--- src/rtl/spi_pwm_slave.sv ---
// SPI slave receiving CHANNELS x WIDTH-bit duty frames (last channel first, MSB first)
// and driving one glitch-free PWM output per channel; everything runs on i_clk.
module spi_pwm_slave #(
    parameter int CHANNELS = 3,
    parameter int WIDTH    = 8
) (
    input  logic                         i_clk,
    input  logic                         i_rst,
    input  logic                         i_cs,
    input  logic                         i_sck,
    input  logic                         i_mosi,
    output logic [CHANNELS*WIDTH-1:0]    o_duty,
    output logic                         o_valid,
    output logic                         o_frame_err,
    output logic [CHANNELS-1:0]          o_pwm
);

    localparam int unsigned NBITS = CHANNELS * WIDTH;
    localparam int unsigned CW    = $clog2(NBITS + 2);
    localparam logic [CW-1:0]    CNT_FULL = CW'(NBITS);
    localparam logic [CW-1:0]    CNT_SAT  = CW'(NBITS + 1);
    localparam logic [WIDTH-1:0] PWM_LAST = WIDTH'((1 << WIDTH) - 2);

    logic cs_meta_q, cs_sync_q, cs_prev_q;
    logic sck_meta_q, sck_sync_q, sck_prev_q;
    logic mosi_meta_q, mosi_sync_q;

    logic [NBITS-1:0] shift_q, shift_d;
    logic [NBITS-1:0] duty_q, duty_d;
    logic [CW-1:0]    bit_cnt_q, bit_cnt_d;
    logic             valid_q, valid_d;
    logic             err_q, err_d;

    logic [WIDTH-1:0] pwm_cnt_q;
    logic [WIDTH-1:0] active_q [CHANNELS];
    logic [CHANNELS-1:0] pwm_q;

    logic sck_rise, cs_rise, cs_fall;

    // CS stages idle high so leaving reset never looks like a frame end
    always_ff @(posedge i_clk) begin
        if (i_rst) begin
            cs_meta_q   <= 1'b1;
            cs_sync_q   <= 1'b1;
            cs_prev_q   <= 1'b1;
            sck_meta_q  <= 1'b0;
            sck_sync_q  <= 1'b0;
            sck_prev_q  <= 1'b0;
            mosi_meta_q <= 1'b0;
            mosi_sync_q <= 1'b0;
        end else begin
            cs_meta_q   <= i_cs;
            cs_sync_q   <= cs_meta_q;
            cs_prev_q   <= cs_sync_q;
            sck_meta_q  <= i_sck;
            sck_sync_q  <= sck_meta_q;
            sck_prev_q  <= sck_sync_q;
            mosi_meta_q <= i_mosi;
            mosi_sync_q <= mosi_meta_q;
        end
    end

    assign sck_rise = sck_sync_q & ~sck_prev_q;
    assign cs_rise  = cs_sync_q & ~cs_prev_q;
    assign cs_fall  = ~cs_sync_q & cs_prev_q;

    always_comb begin
        shift_d   = shift_q;
        bit_cnt_d = bit_cnt_q;
        duty_d    = duty_q;
        valid_d   = 1'b0;
        err_d     = 1'b0;
        if (cs_fall) begin
            bit_cnt_d = '0;
        end else if (sck_rise && !cs_sync_q) begin
            shift_d = {shift_q[NBITS-2:0], mosi_sync_q};
            if (bit_cnt_q != CNT_SAT) begin
                bit_cnt_d = bit_cnt_q + 1'b1;
            end
        end
        // A zero count is a CS glitch or empty transaction and is ignored
        if (cs_rise) begin
            if (bit_cnt_q == CNT_FULL) begin
                duty_d  = shift_q;
                valid_d = 1'b1;
            end else if (bit_cnt_q != '0) begin
                err_d = 1'b1;
            end
        end
    end

    always_ff @(posedge i_clk) begin
        if (i_rst) begin
            shift_q   <= '0;
            bit_cnt_q <= '0;
            duty_q    <= '0;
            valid_q   <= 1'b0;
            err_q     <= 1'b0;
        end else begin
            shift_q   <= shift_d;
            bit_cnt_q <= bit_cnt_d;
            duty_q    <= duty_d;
            valid_q   <= valid_d;
            err_q     <= err_d;
        end
    end

    // Active duties reload only on the wrap so no period is cut or stretched
    always_ff @(posedge i_clk) begin
        if (i_rst) begin
            pwm_cnt_q <= '0;
            pwm_q     <= '0;
            for (int unsigned c = 0; c < CHANNELS; c++) begin
                active_q[c] <= '0;
            end
        end else begin
            if (pwm_cnt_q == PWM_LAST) begin
                pwm_cnt_q <= '0;
                for (int unsigned c = 0; c < CHANNELS; c++) begin
                    active_q[c] <= duty_q[c*WIDTH +: WIDTH];
                end
            end else begin
                pwm_cnt_q <= pwm_cnt_q + 1'b1;
            end
            for (int unsigned c = 0; c < CHANNELS; c++) begin
                pwm_q[c] <= (pwm_cnt_q < active_q[c]);
            end
        end
    end

    assign o_duty      = duty_q;
    assign o_valid     = valid_q;
    assign o_frame_err = err_q;
    assign o_pwm       = pwm_q;

endmodule

--- config.mk ---
export PLATFORM = sky130hd
export DESIGN_NAME = spi_pwm_slave
export DESIGN_NICKNAME = d
export VERILOG_FILES = /design/src/rtl/spi_pwm_slave.sv
export SDC_FILE = /design/constraint.sdc
export NUM_CORES = 1
export LEC_CHECK = 0
export BUFFER_PORTS_ARGS = -buffer_cell sky130_fd_sc_hd__buf_4
export CELL_PAD_IN_SITES_DETAIL_PLACEMENT = 1
export CELL_PAD_IN_SITES_GLOBAL_PLACEMENT = 1
export CORE_UTILIZATION = 41
export CTS_BUF_LIST = sky130_fd_sc_hd__clkbuf_16
export DETAILED_ROUTE_END_ITERATION = 12
export HOLD_SLACK_MARGIN = 0.12
export PLACE_DENSITY = 0.79
export SYNTH_ARGS = -nofsm -noshare
export SYNTH_HDL_FRONTEND = slang
export SYNTH_SLANG_ARGS = --single-unit
--- constraint.sdc ---
create_clock -name i_clk -period 2.2 [get_ports i_clk]
set_input_delay 0.44 -clock i_clk [delete_from_list [all_inputs] [get_ports i_clk]]
set_output_delay 0.44 -clock i_clk [all_outputs]
set_load 0.005 [all_outputs]
## Word level (Yosys, flattened, before mapping)

Memories as Yosys holds them, arrays and structs flattened.
Cells that the tools add are included.

| storage, ports and cells | value |
|---|---|
| register bits after elaboration | 74 |
| memory bits (writable) | 24 |
| input port bits | 5 |
| output and inout port bits | 29 |
| logic and storage cells | 55 |
| memories kept | 1 |

| cells by class | value |
|---|---|
| add/sub/neg operators | 2 |
| order comparisons | 3 |
| eq/ne operators | 3 |
| multiplexer cells | 10 |
| bitwise operators | 11 |
| reductions and logical operators | 10 |

Memory list:

| memory | depth | bits a word | rd ports | clocked after Yosys merged registers in | write ports | RTL line | text |
|---|---|---|---|---|---|---|---|
| active_q | 3 | 8 | 3 | 0 | 3 | 35 | `logic [WIDTH-1:0] active_q [CHANNELS];` |

Operator list:

| cell | number |
|---|---|
| 8-bit < comparator | 3 |
| 8-bit two-way mux | 3 |
| 8-bit by 1-bit adder with 8-bit output (second input constant) | 1 |
| 8-bit == test (second input constant) | 1 |
| 1-bit two-way mux | 7 |
| 2-bit AND reduction | 3 |
| 2-bit OR reduction | 3 |
| 5-bit by 1-bit adder with 5-bit output (second input constant) | 1 |
| 5-bit == test (second input constant) | 1 |
| 5-bit inequality test (second input constant) | 1 |
| 1-bit inverter | 5 |
| 5-bit nonzero test | 1 |
| 1-bit AND | 3 |
| 1-bit bitwise OR | 3 |
| 3-bit OR reduction | 1 |
| 1-bit logical AND | 1 |
| 1-bit zero test | 1 |

## Longest topological paths before layout

| depth | value |
|---|---|
| depth in word-level cells | 5 |
| gate-level depth with buffers | 7 |
| gate-level depth less buffers | 5 |

## Worst setup path before layout

OpenSTA, ideal clock, no wires.

| path | value |
|---|---|
| path kind | reg2reg |
| from | register pwm_cnt_q[1] |
| to | memory active_q[0][0], enable pin |
| setup time | 0.416 ns |
| data arrival time | 1.993 ns |
| required time | 1.784 ns |
| slack | -0.208 ns |
| stages on the path, launching flop included | 4 |
| path buffers | 0 |
| period minus slack after synthesis | 2.408 ns |
| cells stage by stage | dfxtp_1 > ha_1 > nand3_1 > o21ai_1 |

RTL lines:

| element | RTL line | text |
|---|---|---|
| start: declaration | 34 | `logic [WIDTH-1:0] pwm_cnt_q;` |
| start signal: assignment | 123 | `pwm_cnt_q <= pwm_cnt_q + 1'b1;` |
| end: declaration | 35 |  |

## Worst setup path after layout

| path | value |
|---|---|
| from | register pwm_cnt_q[3] |
| to | register pwm_q[1] (netlist: o_pwm[1]) |

| on the way | value |
|---|---|
| cells in the longest elaborated chain, start to end | 1 |

Ends and longest elaborated chain:

| element | RTL line | text |
|---|---|---|
| 8-bit < comparator | 126 | `pwm_q[c] <= (pwm_cnt_q < active_q[c]);` |
| end signal: indexed assignment | 126 |  |
| end: declaration | 36 | `logic [CHANNELS-1:0] pwm_q;` |

Every way passes these cells.
A chain may end at the register's enable or synchronous reset.

==> metrics.md <==
| Metric | Value |
|---|---|
| Post-layout util | 49.64% |
| Max-Slew Margin vs Limit | 50.95% |
| Vias per cell | 5.241 |
| Maximum fanout along the worst path | 8 |
| Max Cap Viol | 0 |
| Final setup violation count | 0 |
| Ys async rst share | 0% |
| Min-Delay Endpoint | cs_meta_q$_SDFF_PP1_ |
| Pleak | 1.852 nW |
| # DRC | 0 |
| Post-CTS setup repair buffer count | 0 |
| Hold path cells | 2 |
| Area Growth Syn to Fin | 16.72% |
| Cts bufs inserted | 9 |
| Clock latency on the worst-skew pair | 0.34 ns |
| Worst setup SP type | flip-flop |
| Syn_nets | 471 |
| CP Capture Type | flip-flop |
| Pwr dens | 728.0 mW/mm^2 |
| Final slew viol count | 0 |
| Global-route wire length before repair | 16.55 mm |
| Num rows | 36 |
| Port bufs | 33 |
| Ratio of cells with drive above 1 in the final layout | 13.35% |
| Pin count of the biggest net entering global routing | 45 |
| Crit path from | pwm_cnt_q[3]$_SDFF_PP0_ |
| Largest stage delay on the critical path | 0.52 ns |
| WL/cell | 16.76 um |
| Die height | 102.9 um |
| Hold Fails Final Rpt | 0 |
| Post-synthesis instance area | 0.004177 mm^2 |
| Avg Inst Size Synth | 9.492 um^2 |
| Filler cell count in the final layout | 1,160 |
| Setup TNS | 0 ns |
| TritonCTS clock tree | built |
| Synth cell count leaders | dfxtp_1, a21oi_1, nand2_1 |
| CP top delay family | compound AO/OA/AOI/OAI gates |
| CP bufs+invs | 0 |
| Clk slew on worst S/H paths | 0.06 ns |
| Largest family of logic cells by synthesized area | simple AND/OR/NAND/NOR gates |
| Final WS setup | 0.3655 ns |
| Synth Register Bits | 98 |
| Reg2reg path depth | 4 |
| YS warnings | 0 |
| Minimum clock period | 1.834 ns |
| H-tree depth | 3 |
| Compound-Gate Fraction of Synth Area | 14.62% |
| Post-cts sizing count | 0 |
| Maximum VDD drop | 382.3 uV |
| Vias | 3,171 |
| Post-synth EDFFs | 24 |
| Crit Path Class | flip-flop to flip-flop |
| Sequential Area | 0.002202 mm^2 |
| Final Cycle Share | 83.39% |
| Netlist cell types | 40 |
| Mux cell area share after synthesis | 0.2397% |
| Worst slew pin tran | 0.7340 ns |
| Starting density of the core | 42.53% |
| Die width | 102.9 um |
| Half-perimeter wire length after placement | 6.844 mm |
| Vias in the first global route | 3,314 |
| Reg-to-Reg End | o_pwm[1]$_SDFF_PP0_ |
| Antenna-violating nets left | 0 |
| Hold Buf Count CTS | 0 |
| Slowest CP cell | dfxtp_1 |
| Worst reg2reg path startpoint | pwm_cnt_q[3]$_SDFF_PP0_ |
| Hold Crit Class | input pin to flip-flop |
| Dominant cell type by area after synthesis | dfxtp_1 |
| Place WS | 0.3767 ns |
| Total Power | 0.003549 W |
| Ports | 34 |
| Data arrival, critical path | 2.02 ns |
| Xor-xnor portion of the synthesized cell area | 0.8388% |
| Hold path startpoint | i_cs |
| Grt ovf | 0 |
| Worst EP required | 2.39 ns |
| Status | completed |
| Initial antenna violation count | 0 |
| Core ar. | 0.009819 mm^2 |
| Initial DRC Count | 153 |
| All-Layer GR Usage | 20.96% |
| Synth Area in Adders | 7.789% |
| Layout Nets | 498 |
| Top-area cell type share of the netlist area | 35.47% |
| CTS max path bufs | 2 |
| Clk sink count | 98 |
| Post-synthesis sequential area ratio | 52.73% |
| Root Driver | clkbuf_16 |
| First-pass DRT Iterations | 4 |
| Simple-gate share of the synthesized area | 18.18% |
| Top cells by area, synth | dfxtp_1, edfxtp_1, ha_1 |
| Post-synth top flop | dfxtp_1 |
| Die ar. | 0.01059 mm^2 |
| Antenna diodes | 0 |
| Final WL | 10.14 mm |
| Crit path cell chain | ha_1 > a211oi_1 > o21ai_0 > a2111oi_0 |
| Placer Congestion | 0.8317 |
| Final setup skew | 0.004807 ns |
| Area of the multi-input gates | 0.001768 mm^2 |
| F_max | 0.5451 GHz |
| Mapped Cells | 440 |
| RSZ-0062 raised after global routing | false |
| Most common cell in the netlist | dfxtp_1 |
| Reg2Reg Setup Slack | 0.37 ns |
[stage by stage]
stage	hold slack (ns)	cell area [um^2]	std cells
final	0.2829	4875	605
after global routing	0.2761	4875	605
after CTS	0.2722	4875	605
after detailed placement	0.3998	4588	589
after global placement	0.3925	4588	589
after floorplan	0.3895	4180	440
[worst register-to-register path, cell delays in order (launching register included)]
cell and delay [ns]:
dfxtp_1 0.52, ha_1 0.31, a211oi_1 0.22, o21ai_0 0.12, a2111oi_0 0.51
[how the worst max path moves through the flow]
stage | end | slack, ns | cells after the start
finish | o_pwm[1]$_SDFF_PP0_ | 0.37 | 4
detailed placement | o_pwm[1]$_SDFF_PP0_ | 0.38 | 4
CTS | o_pwm[1]$_SDFF_PP0_ | 0.34 | 4
global route | o_pwm[1]$_SDFF_PP0_ | 0.27 | 4
global placement | o_pwm[1]$_SDFF_PP0_ | 0.44 | 4
floorplan | active_q[0][0]$_SDFFCE_PN0P_ | 0.31 | 3
[where the power goes]
part           internal [W]  total, W  switching, W
clock              0.000867   0.00152      0.000657
combinational     0.0000532  0.000134     0.0000809
sequential          0.00187   0.00189     0.0000205
[metal layers]
layer	share of wire [%]	routed length, um	vias up	track usage (%)
met1	45	4520	1555	25.09
met4	2.1	212	0	10.51
li1	-	-	1575	-
met3	1.5	150	15	3.051
met2	52	5254	26	36.72
met5	0	0	-	0
[layout make-up]
cell class                      instances  share of cell area [%]
Sequential cell                        98                   45.17
Multi-Input combinational cell        284                   36.27
Timing Repair Buffer                   43                   6.879
Clock buffer                            9                   4.620
Tap cell                              133                   3.414
Inverter                               31                   2.387
Clock inverter                          7                   1.258
[flip-flops by register name, indices dropped and copies added (netlist names)]
name	flops
shift_q	24
pwm_cnt_q	8
sck_meta_q	1
o_frame_err	1
cs_meta_q	1
cs_sync_q	1
o_valid	1
sck_sync_q	1
mosi_sync_q	1
cs_prev_q	1
o_pwm	3
active_q	24
bit_cnt_q	5
o_duty	24
sck_prev_q	1
mosi_meta_q	1
[logic make-up (layout without fill, tap and decap cells)]
logic type,Yosys count,in the layout
and+or+nand+nor,144,144
adders and majority gates,26,26
buffers and inverters,58,90
DFF,98,98
AOI/OAI and AO/OA,109,109
muxes,1,1
xor gates and xnor gates,4,4
[layout by cell type (no fill, tap or decap), drive strengths merged, types with 2 or more instances in the layout]
cell type and instances:
xnor2 2, o211ai 4, nand3 30, nand4 3, nor3 3, a31oi 2
a21oi 56, or2 2, nor2b 8, nor3b 5, ha 26, edfxtp 24
clkinvlp 2, and2 26, dfxtp 74, o2111a 3, nor2 5, clkinv 3
a2111oi 3, inv 32, nand2 51, and3 2, clkbuf 9, a211oi 6
xor2 2, o21ai 33, buf 43
No activity file was read; power rests on OpenSTA's default activity.
